**config.mk**
```make
export PLATFORM = sky130hd
export DESIGN_NAME = pwm_dimmer
export DESIGN_NICKNAME = d
export VERILOG_FILES = /design/src/rtl/pwm_dimmer_pkg.sv /design/src/rtl/pwm_dimmer_tick_gen.sv /design/src/rtl/pwm_dimmer.sv
export SDC_FILE = /design/constraint.sdc
export NUM_CORES = 1
export LEC_CHECK = 0
export CAP_MARGIN = 30
export CORE_MARGIN = 1.5
export CORE_UTILIZATION = 51
export DETAILED_ROUTE_END_ITERATION = 8
export PLACE_DENSITY = 0.75
export SETUP_SLACK_MARGIN = 0.1
export SLEW_MARGIN = 20
export SYNTH_ARGS = -nofsm -noshare
export SYNTH_HDL_FRONTEND = slang
export SYNTH_SLANG_ARGS = --single-unit
export TNS_END_PERCENT = 50
```
**constraint.sdc**
```tcl
create_clock -name clk -period 1.91 [get_ports clk]
set_input_delay 0.2865 -clock clk [delete_from_list [all_inputs] [get_ports clk]]
set_output_delay 0.2865 -clock clk [all_outputs]
set_load 0.02 [all_outputs]
```
**src/rtl/pwm_dimmer_pkg.sv**
```systemverilog
// rtl/pwm_dimmer_pkg.sv - shared types and the duty gamma helper for pwm_dimmer
package pwm_dimmer_pkg;

   typedef enum logic {
      IDLE = 1'b0,
      RUN  = 1'b1
   } state_e;

   localparam int unsigned GAMMA_MAX_W = 32;

   // Squares the duty and renormalises; the +2^w-1 bias keeps 2^w-1 mapped onto itself.
   function automatic logic [GAMMA_MAX_W-1:0] gamma_corr(input logic [GAMMA_MAX_W-1:0] duty,
                                                         input int unsigned w);
      logic [2*GAMMA_MAX_W-1:0] sq;
      logic [2*GAMMA_MAX_W-1:0] shifted;
      sq      = {{GAMMA_MAX_W{1'b0}}, duty} * {{GAMMA_MAX_W{1'b0}}, duty};
      sq      = sq + ((64'd1 << w) - 64'd1);
      shifted = sq >> w;
      return shifted[GAMMA_MAX_W-1:0];
   endfunction

endpackage

```
**src/rtl/pwm_dimmer_tick_gen.sv**
```systemverilog
// rtl/pwm_dimmer_tick_gen.sv - prescaler producing one PWM tick every PRESCALE clk cycles
module tick_gen #(
   parameter int PRESCALE = 4
) (
   input  logic clk,
   input  logic rst,
   input  logic clr,
   output logic tick
);

   localparam int PW = (PRESCALE > 1) ? $clog2(PRESCALE) : 1;

   logic [PW-1:0] pre_cnt_q;
   logic [PW-1:0] pre_cnt_d;

   // With PRESCALE=1 the count stays at zero and tick is high whenever not cleared.
   assign tick = !clr && (pre_cnt_q == PW'(PRESCALE - 1));

   always_comb begin
      pre_cnt_d = pre_cnt_q + PW'(1);
      if (clr || tick) begin
         pre_cnt_d = '0;
      end
   end

   always_ff @(posedge clk) begin
      if (rst) begin
         pre_cnt_q <= '0;
      end else begin
         pre_cnt_q <= pre_cnt_d;
      end
   end

endmodule

```
**src/rtl/pwm_dimmer.sv**
```systemverilog
// rtl/pwm_dimmer.sv - fixed-period PWM LED driver with shadowed duty register
// Optional perceptual duty correction at latch time: define PWM_DIMMER_GAMMA_EN.
module pwm_dimmer
   import pwm_dimmer_pkg::*;
#(
   parameter int WIDTH    = 8,
   parameter int PRESCALE = 4
) (
   input  logic             clk,
   input  logic             rst,
   input  logic             en,
   input  logic [WIDTH-1:0] duty,
   output logic             pwm_out,
   output logic             period_start,
   output logic [WIDTH-1:0] duty_active
);

   localparam int PHASE_MAX = (2 ** WIDTH) - 2;

   state_e           state_q, state_d;
   logic [WIDTH-1:0] phase_q, phase_d;
   logic [WIDTH-1:0] duty_active_q, duty_active_d;
   logic             pwm_q, pwm_d;
   logic             period_start_q, period_start_d;
   logic             tick;
   logic             clr;
   logic [WIDTH-1:0] duty_lat;

`ifdef PWM_DIMMER_GAMMA_EN
   logic [GAMMA_MAX_W-1:0] duty_ext;
   logic [GAMMA_MAX_W-1:0] duty_gamma;

   always_comb begin
      duty_ext              = '0;
      duty_ext[WIDTH-1:0]   = duty;
      duty_gamma            = gamma_corr(duty_ext, WIDTH);
      duty_lat              = duty_gamma[WIDTH-1:0];
   end
`else
   assign duty_lat = duty;
`endif

   // Prescaler only runs while in RUN with en held; any exit restarts it from zero.
   assign clr = (state_q != RUN) || !en;

   tick_gen #(
      .PRESCALE(PRESCALE)
   ) u_tick_gen (
      .clk (clk),
      .rst (rst),
      .clr (clr),
      .tick(tick)
   );

   always_comb begin
      state_d        = state_q;
      phase_d        = phase_q;
      duty_active_d  = duty_active_q;
      pwm_d          = pwm_q;
      period_start_d = 1'b0;
      case (state_q)
         IDLE: begin
            phase_d = '0;
            pwm_d   = 1'b0;
            if (en) begin
               state_d        = RUN;
               duty_active_d  = duty_lat;
               period_start_d = 1'b1;
            end
         end
         RUN: begin
            if (!en) begin
               state_d = IDLE;
               phase_d = '0;
               pwm_d   = 1'b0;
            end else begin
               pwm_d = (phase_q < duty_active_q);
               if (tick) begin
                  if (phase_q == WIDTH'(PHASE_MAX)) begin
                     phase_d        = '0;
                     duty_active_d  = duty_lat;
                     period_start_d = 1'b1;
                  end else begin
                     phase_d = phase_q + WIDTH'(1);
                  end
               end
            end
         end
         default: begin
            state_d = IDLE;
         end
      endcase
   end

   always_ff @(posedge clk) begin
      if (rst) begin
         state_q        <= IDLE;
         phase_q        <= '0;
         duty_active_q  <= '0;
         pwm_q          <= 1'b0;
         period_start_q <= 1'b0;
      end else begin
         state_q        <= state_d;
         phase_q        <= phase_d;
         duty_active_q  <= duty_active_d;
         pwm_q          <= pwm_d;
         period_start_q <= period_start_d;
      end
   end

   assign pwm_out      = pwm_q;
   assign period_start = period_start_q;
   assign duty_active  = duty_active_q;

endmodule
```
==> results.json <==
{
  "outcome": "complete, no violations",
  "ys_seq_area_share_pct": 35.2,
  "hp-start": "u_tick_gen.pre_cnt_q[0]",
  "fillers": 171,
  "rr_startpoint": "phase_q[0]",
  "die_area_um2": 2640,
  "io_pins": 21,
  "clkPwrFrac_pct": 26.7,
  "power.total_mw": 0.819,
  "crit_path_start": "phase_q[0]",
  "yosysTopAreaCell": "dfxtp_1",
  "critical_path_class": "flop to flop",
  "drtAntennaViolNets": 0,
  "postSynthCellCount": 125,
  "fin_setup_tns_ps": 0,
  "numPlacedInstances": 175,
  "cts-root-buf": "clkbuf_4",
  "core_um2": 2210,
  "endpoint_kind": "flop",
  "critPathSlowestCell": "o31ai_4",
  "arrival_ps": 2010,
  "grt_overflow": 0,
  "power_frac_comb_pct": 17.5,
  "critical_path.max_fanout": 8,
  "hp-class": "flop to flop",
  "syn_area_um2": 1190,
  "clock_latency_ps": 300,
  "layout_min_cycle_time_ps": 1760,
  "diodes": 0,
  "dpl_worst_slack_ps": 103,
  "timing.fmax_mhz": 568,
  "yosysTopAreaCellShare_pct": 35.2,
  "viasPerCell": 5.81,
  "clkSlewWorstSetupHoldPaths_ps": 120,
  "crit_required_ps": 2160,
  "hold_viol": 0,
  "sw_frac_of_total_pct": 26.5,
  "globalplace.congestion": 0.822,
  "path_cells": "inv_2, ha_4, nand4_1, o31ai_4, clkbuf_16, nand3_2, a21oi_2",
  "synth_area_per_cell_um2": 9.55,
  "antenna_found_initial": 0,
  "die_y_um": 51.4,
  "area_growth_pct": 29.2,
  "start_util_pct": 54.0,
  "p_sw_mw": 0.217,
  "drtIter0Drc": 14,
  "fin_cells": 183,
  "layout-drive-gt1-share_pct": 28.4,
  "p_seq_share_pct": 55.8,
  "drv_cap": 0,
  "grt_pass1_vias": 1008,
  "cts.sinks": 21,
  "tightest_slew_ps": 362,
  "grt_usage_pct": 21.4,
  "die_x_um": 51.4,
  "report.final.slew_viol_count": 0,
  "timing.hold.ws_ps": 437,
  "leakage_nw": 0.558,
  "worst_slack_ps": 150,
  "hold_buffers": 0,
  "slew_headroom_pct": 75.8,
  "synth_ff_type": "dfxtp_1",
  "start_kind": "flop",
  "grt_pass1_wl_um": 4280,
  "dp_hpwl_um": 1840,
  "route.detailed.drc": 0,
  "htree_num_levels": 1,
  "rrSetupSlack_ps": 150,
  "power.density_nw_per_um2": 531,
  "max_stage_delay_ps": 450,
  "syn_nets": 146,
  "numCtsBuffers": 3,
  "nets": 177,
  "buffer_ports.inserted": 20,
  "ys_ff_latch": 21,
  "wl_per_cell_um": 14.6,
  "synth_edf_count": 0,
  "seqCellArea_um2": 424,
  "rsz0062_at_grt": "false",
  "clockBufferDepth": 2,
  "multi_input_area_um2": 706,
  "rows": 17,
  "internal_power_mw": 0.602,
  "fin_area_um2": 1540,
  "clock-skew-final_ps": 3.02,
  "finalSetupViolations": 0,
  "synth_cell_types": 39,
  "fin_util_pct": 69.7,
  "routed_wl_um": 2680,
  "placed_cell_area_um2": 1450,
  "grt_start_max_net_pins": 18,
  "synthArstFlopShare_pct": 0,
  "cts_tree": "yes",
  "drt_pre_antenna_iters": 4,
  "max-vdd-ir-drop_mv": 0.372,
  "vias": 1064,
  "period_share_pct": 92.2,
  "yosysWarningCount": 0,
  "final_cell_mix": "dfxtp_1, clkdlybuf4s50_1",
  "netlist_top_cells_area": "dfxtp_1, ha_1, nand3_2"
}
## sequential cells by signal (all words and copies together), names as in the netlist
signal,cells
duty_active,8
period_start,1
phase_q,8
pwm_out,1
state_q,1
u_tick_gen.pre_cnt_q,2
## power groups by stage
| stage | Clock [mW] | Combinational, mW | Sequential (mW) |
|---|---|---|---|
| 2_1_floorplan | 0 | 0.0657 | 0.481 |
| 6_report | 0.218 | 0.143 | 0.457 |
| 5_1_grt | 0.234 | 0.155 | 0.459 |
| 4_1_cts | 0.222 | 0.136 | 0.459 |
| 3_3_place_gp | 0 | 0.133 | 0.468 |
| 3_5_place_dp | 0 | 0.135 | 0.469 |
## cell usage after synthesis, types with 2 or more instances
cell	count
nand3_1	3
and3_1	2
nor3_1	2
a21o_1	2
nand2_1	6
inv_1	10
nand4_1	2
a21o_2	5
dfxtp_1	21
nor2_1	4
or3_1	2
nand3_2	9
nor2b_1	2
a21oi_2	8
o21ai_0	7
a21oi_1	8
ha_1	10
## cell families (layout without fill, tap and decap cells)
logic type      after synthesis  after routing  synth area share, %
compound gates               41             41                 26.2
simple gates                 37             37                 19.9
flops                        21             21                 35.2
buf+inv                      15             45                 7.23
fa+ha+maj                    10             10                 10.5
mux                           1              1                0.943
## worst paths after layout
| path | end | cells past startpoint |
|---|---|---|
| setup / recovery | duty_active[3] | 7 |
| hold / removal | u_tick_gen.pre_cnt_q[0] | 1 |
| setup reg to reg | duty_active[3] | 7 |
| hold reg to reg | u_tick_gen.pre_cnt_q[0] | 1 |
## per-layer routing
metal | part of all wire, % | wire, µm | vias up | global-route usage (%)
li1 | - | - | 519 | -
met1 | 45 | 1200 | 501 | 26.2
met2 | 48 | 1290 | 35 | 36.8
met3 | 4.4 | 118 | 9 | 4.39
met4 | 2.4 | 64 | 0 | 7.89
met5 | 0 | 0 | - | 0
## worst max-delay path, delay by kind of cell (launching register included)
family          cells  cell delay (ps)
fa+ha+maj           1              150
buf+inv             2              320
simple gates        2              290
flops               1              370
compound gates      2              570
## cell type report
cell class                      count  share of cell area (%)
Timing Repair Buffer               31                    20.3
Sequential cell                    21                    27.5
Multi-Input combinational cell     89                    45.7
Clock inverter                      1                   0.324
Tap cell                           28                    2.27
Inverter                           10                    2.43
Clock buffer                        3                    1.46
## timing repair
item | CTS | global route
endpoints found under the setup margin | 1 | 9
pin swaps | 0 | 1
hold endpoints to repair | 0 | 0
gates resized for setup | 1 | 5
gates cloned | 0 | 1
setup buffers | 0 | 3
No activity file was read; power rests on OpenSTA's default activity.
==> RTL edit 1 (config.mk and constraints unchanged) <==
`PRESCALE` is set to 4 in 2 places; all go to 8.
--- a/src/rtl/pwm_dimmer_tick_gen.sv
+++ b/src/rtl/pwm_dimmer_tick_gen.sv
@@ -1,5 +1,5 @@
 // rtl/pwm_dimmer_tick_gen.sv - prescaler producing one PWM tick every PRESCALE clk cycles
 module tick_gen #(
-   parameter int PRESCALE = 4
+   parameter int PRESCALE = 8
 ) (
    input  logic clk,
--- a/src/rtl/pwm_dimmer.sv
+++ b/src/rtl/pwm_dimmer.sv
@@ -5,5 +5,5 @@
 #(
    parameter int WIDTH    = 8,
-   parameter int PRESCALE = 4
+   parameter int PRESCALE = 8
 ) (
    input  logic             clk,
Behaviour: not the same (a bounded check fails within 10 cycles, from zero or initial values and one cycle with rst high).
==> RTL edit 1 against the original RTL <==
Area after synthesis decreased by 2.1%. Design area decreased by 6.5%. Die area down 2.0%. Cell count decreased by 2.7%. Sequential cell count grew 1. Clock skew about the same. Power is 16% higher. Worst setup slack better by 68 ps. Global-route usage is 0.31 points lower. Wire length shrank 11%. Critical path type unchanged. Highest routed layer unchanged.
==> RTL edit 1: results (changes against the original RTL) <==
| Metric | Value |
|---|---|
| Crit-path max cell delay | 450 ps (about the same) |
| Pre-CTS WS | 191.2 ps (+87.88 ps) |
| Highest-delay cell along the critical path | o2111ai_1 |
| Worst setup skew after layout | 3.161 ps (+0.1383 ps) |
| Largest family of logic cells by synthesized area | compound AO/OA/AOI/OAI gates |
| Clock slew seen by the registers of the worst setup and hold paths | 120 ps (about the same) |
| CTS Buffer Depth | 2 (unchanged) |
| Max VDD drop | 0.4893 mV (+31%) |
| First-pass GRT wire length | 4133 um (-3.4%) |
| Nets | 173 (-2.3%) |
| Ys Warns | 0 (unchanged) |
| Critical path required time | 2120 ps (-40 ps) |
| GP Congestion | 0.8572 (+4.3%) |
| 1st-iter DRT viols | 13 (-1) |
| Fraction of registers with async set/reset | 0% (unchanged) |
| Crit Path Class | flop to flop |
| Number of global-route vias before repair | 958 (-5.0%) |
| Port bufs | 20 (unchanged) |
| Hold Crit Class | flop to flop |
| Post-CTS setup buffers | 0 (unchanged) |
| Top cells by area, synth | dfxtp_1, ha_1, a21o_2 |
| Status | finished, final reports clean |
| Register area share after synthesis | 37.69% (+2.5 points) |
| Vias | 945 (-11%) |
| GR Overflow Total | 0 (unchanged) |
| Gr usage total | 21.12% (-0.31 points) |
| Diode count | 0 (unchanged) |
| Syn nets | 149 (+2.1%) |
| Leakage | 0.5665 nW (+1.5%) |
| Ratio of cells with drive above 1 in the final layout | 14.67% (-14 points) |
| Xor and xnor area share after synthesis | 1.499% (+1.5 points) |
| Largest net degree at the start of global routing | 18 (unchanged) |
| Pre-antenna DRT Iters | 4 (unchanged) |
| Crit-path max FO | 7 (-1) |
| Distinct cells, synth | 34 (-13%) |
| Synth Area in Compound Gates | 22.59% (-3.6 points) |
| Multiplexer area fraction after synthesis | 0.9636% (+0.020 points) |
| Num CTS Buffers | 3 (unchanged) |
| CTS Root Cell | clkbuf_4 |
| Initial antenna violation count | 0 (unchanged) |
| Post-DP HPWL | 1778 um (-3.2%) |
| Max H-tree Level | 1 (unchanged) |
| Top post-synthesis cells by count | dfxtp_1, a21oi_1, ha_1, inv_1, nand3_1 |
| Tightest Pin Transition | 495.2 ps (+132.8 ps) |
| Fraction of the mapped netlist area in adder cells | 11.78% (+1.3 points) |
| Clock latency at the later pin of the worst-skew pair | 300 ps (about the same) |
| WL/cell | 13.33 um (-8.9%) |
-- RTL edit 1: timing repair --
item                                    CTS  global route
resized for setup                         0             1
endpoints found under the setup margin    0            10
hold endpoints to repair                  0             0
-- RTL edit 1: cell families (layout without fill, tap and decap cells) --
| kind of cell | count (synthesis) | count (layout) |
|---|---|---|
| xor+xnor | 2 | 2 |
| fa+ha+maj | 11 | 11 |
| simple gates | 38 | 38 |
| mux | 1 | 1 |
| buf+inv | 16 | 39 |
| flops | 22 | 22 |
| compound gates | 37 | 37 |
-- RTL edit 1: power breakdown --
group	total [mW]	internal, mW	switching (mW)
registers	0.479	0.472	0.00736
clock network	0.352	0.212	0.140
logic	0.120	0.0646	0.0555
-- RTL edit 1: layer usage --
metal	GRT usage, %	wire length (um)	vias to the layer above	part of all wire [%]
met4	7.207	12	0	0.51
li1	-	-	491	-
met5	0	0	-	0
met3	3.801	49	2	2.1
met1	27.07	1150	438	48
met2	35.75	1159	14	49
-- RTL edit 1: final timing paths --
kind / cells after the start / from / slack [ps] / to
max: 5 / phase_q[1]$_SDFFE_PP0P_ / 220 / phase_q[5]$_SDFFE_PP0P_
min: 1 / u_tick_gen.pre_cnt_q[0]$_SDFF_PP0_ / 430 / u_tick_gen.pre_cnt_q[0]$_SDFF_PP0_
max reg2reg: 5 / phase_q[1]$_SDFFE_PP0P_ / 220 / phase_q[5]$_SDFFE_PP0P_
min reg2reg: 1 / u_tick_gen.pre_cnt_q[0]$_SDFF_PP0_ / 430 / u_tick_gen.pre_cnt_q[0]$_SDFF_PP0_
-- RTL edit 1: per-stage QoR --
stage / cell area [um^2] / instances
after global routing: 1443 / 178
after detailed placement: 1388 / 174
after floorplan: 1169 / 127
after CTS: 1440 / 178
final: 1443 / 178
after global placement: 1388 / 174
-- RTL edit 1: area by class of cell --
cell class              count  area (um^2)
inverters                  11        41.29
clock inverters             1        30.03
fillers                   196        748.2
multi-input cells          89        643.1
flip-flops and latches     22        440.4
well taps                  28        35.03
clock buffers               3        22.52
repair buffers             24        230.2
-- RTL edit 1: critical path: cells and delay by family, from the launching register on --
family	cells	cell delay [ps]
adder cells (fa/ha/maj)	1	250
AND/OR/NAND/NOR	2	210
flip-flops	1	440
AO/OA/AOI/OAI	2	700
==> RTL edit 2 (config.mk and constraints unchanged) <==
Without the edit above. Remove the register `period_start_q`: a continuous assignment takes its place, so the output `period_start` follows one clock earlier.
--- a/src/rtl/pwm_dimmer.sv
+++ b/src/rtl/pwm_dimmer.sv
@@ -99,5 +99,4 @@
          duty_active_q  <= '0;
          pwm_q          <= 1'b0;
-         period_start_q <= 1'b0;
       end else begin
          state_q        <= state_d;
@@ -105,7 +104,8 @@
          duty_active_q  <= duty_active_d;
          pwm_q          <= pwm_d;
-         period_start_q <= period_start_d;
       end
    end
+
+   assign period_start_q = period_start_d;
 
    assign pwm_out      = pwm_q;
Function: changed (Yosys sat finds a counterexample within 4 cycles, from zero or initial values and one cycle with rst high).
==> RTL edit 2 against the original RTL <==
Count of clock-buffer cells in the layout increased by 1. Worst setup slack got worse by 66 ps. Fmax is 3.6% lower. Power increased by 4.9%. Area after synthesis grew 2.0%. Sequential cell count shrank 1. Design area increased by 2.8%. Via count rose by 13%. Wire length increased by 18%. Largest power group unchanged.
==> RTL edit 2: results (changes against the original RTL) <==
| Metric | Value |
|---|---|
| Post-DP HPWL | 2238 um (+22%) |
| Ys flop type | dfxtp_1 |
| Pre-antenna DRT Iters | 4 (unchanged) |
| Crit-path max FO | 2 (-6) |
| Top cells by area, synth | dfxtp_1, ha_1, nand4b_1 |
| First-pass GRT wire length | 5382 um (+26%) |
| Total power | 0.8593 mW (+4.9%) |
| Ratio of cells with drive above 1 in the final layout | 17.92% (-10 points) |
| Initial antenna violation count | 0 (unchanged) |
| GP Congestion | 0.8569 (+4.3%) |
| Number of global-route vias before repair | 1198 (+19%) |
| Crit-path max cell delay | 360 ps (-90 ps) |
| Port bufs | 20 (unchanged) |
| Hold Crit Class | flop to flop |
| Via density | 5.990 (+3.0%) |
| R2R Path End | duty_active[5]$_SDFFE_PP0P_ |
| R2r worst-path depth | 7 (unchanged) |
| WHS | 434.6 ps (-2.099 ps) |
| Ys Warns | 0 (unchanged) |
| CP Data Arrival Time | 1540 ps (-470 ps) |
| Sw Ratio | 27.31% (+0.82 points) |
| Distinct cells, synth | 36 (-7.7%) |
| Status | finished, final reports clean |
| Worst Setup EP | period_start |
| Met2 Use GR | 46.62% (+9.9 points) |
| Syn avg cell area | 8.634 um^2 (-9.6%) |
| WL/cell | 15.69 um (+7.2%) |
| Final Cycle Share | 95.62% (+3.5 points) |
| Max_slew headroom | 77.99% (+2.2 points) |
| Diode count | 0 (unchanged) |
| CTS Buffer Depth | 2 (unchanged) |
| Worst setup skew after layout | 2.818 ps (-0.2037 ps) |
| Pre-CTS WS | -43.55 ps (-146.8 ps) |
| Num CTS Buffers | 3 (unchanged) |
| Clock slew seen by the registers of the worst setup and hold paths | 120 ps (about the same) |
| Max VDD drop | 0.4866 mV (+31%) |
| Clock latency at the later pin of the worst-skew pair | 310 ps |
| Gr usage total | 26.88% (+5.4 points) |
| R2R Path Start | phase_q[0]$_SDFFE_PP0P_ |
| DP Area | 0.001516 mm^2 (+4.9%) |
| 1st-iter DRT viols | 35 (+21) |
| # placed instances | 196 (+12%) |
| Final wirelength | 3153 um (+18%) |
| Register area share after synthesis | 32.89% (-2.3 points) |
| Leakage | 0.6179 nW (+11%) |
| Max H-tree Level | 1 (unchanged) |
| Top post-synthesis cells by count | dfxtp_1, inv_1, a31oi_1, ha_1, nand2_1 |
| Highest-delay cell along the critical path | dfxtp_2 |
| Largest net degree at the start of global routing | 18 (unchanged) |
| Hold endpoint | u_tick_gen.pre_cnt_q[0]$_SDFF_PP0_ |
| WHS Path Cells | 1 (unchanged) |
| Syn nets | 162 (+11%) |
| P_seq | 0.442 mW (-3%) |
| FF-to-FF setup slack | 260 ps (+110 ps) |
| Met1 global-route usage | 33.27% (+7.1 points) |
| Fraction of registers with async set/reset | 0% (unchanged) |
| Combinational share of power | 18.2% (+0.7 points) |
| Antenna-violating nets left | 0 (unchanged) |
| Critical Path Start Type | flop |
| Met3 usage | 4.023% (-0.36 points) |
[RTL edit 2: cell types whose count changed in the layout (fill, tap and decap cells not counted), moves of 3 or more]
cell,delta
buf_4,+10
a31oi_1,+9
nand3_2,-9
a21oi_2,-8
nand4b_1,+8
o311ai_1,+8
nor3_1,+6
a21o_2,-5
nand2_1,+4
o21ai_0,-4
a21oi_1,-3
[RTL edit 2: kinds of logic after synthesis]
family / after synthesis / share of synthesized area (%)
flip-flops: 20 / 32.89
AND/OR/NAND/NOR: 48 / 23.54
multiplexers: 2 / 1.644
AO/OA/AOI/OAI: 37 / 21.38
buffers and inverters: 23 / 9.557
adder cells (fa/ha/maj): 10 / 10.28
XOR/XNOR: 1 / 0.7196
[RTL edit 2: final cells by class]
| type | count | area (um^2) |
|---|---|---|
| inverter | 12 | 45.04 |
| timing repair buffer | 39 | 344.1 |
| sequential | 20 | 401.6 |
| clock buffer | 4 | 36.28 |
| multi-input combinational | 98 | 723.2 |
| fill | 185 | 648.1 |
| tap | 28 | 35.03 |
[RTL edit 2: critical path: cells and delay by family, from the launching register on]
| family | cells | cell delay [ps] |
|---|---|---|
| DFF | 1 | 360 |
| and+or+nand+nor | 2 | 350 |
| buffers and inverters | 2 | 190 |
| AOI/OAI and AO/OA | 1 | 180 |
| adders and majority gates | 1 | 150 |
[RTL edit 2: what timing repair did]
| action | in CTS | in global routing |
|---|---|---|
| gates resized for setup | 12 | 0 |
| cloned | 0 | 0 |
| setup buffers | 0 | 1 |
| pin swaps | 2 | 1 |
| endpoints found under the setup margin | 1 | 1 |
[RTL edit 2: metal layers]
layer,wire length [um],vias up,share of wire (%)
met3,195,5,6.2
met5,0,-,0
met1,1336,555,42
met4,44,0,1.4
li1,-,589,-
met2,1577,55,50
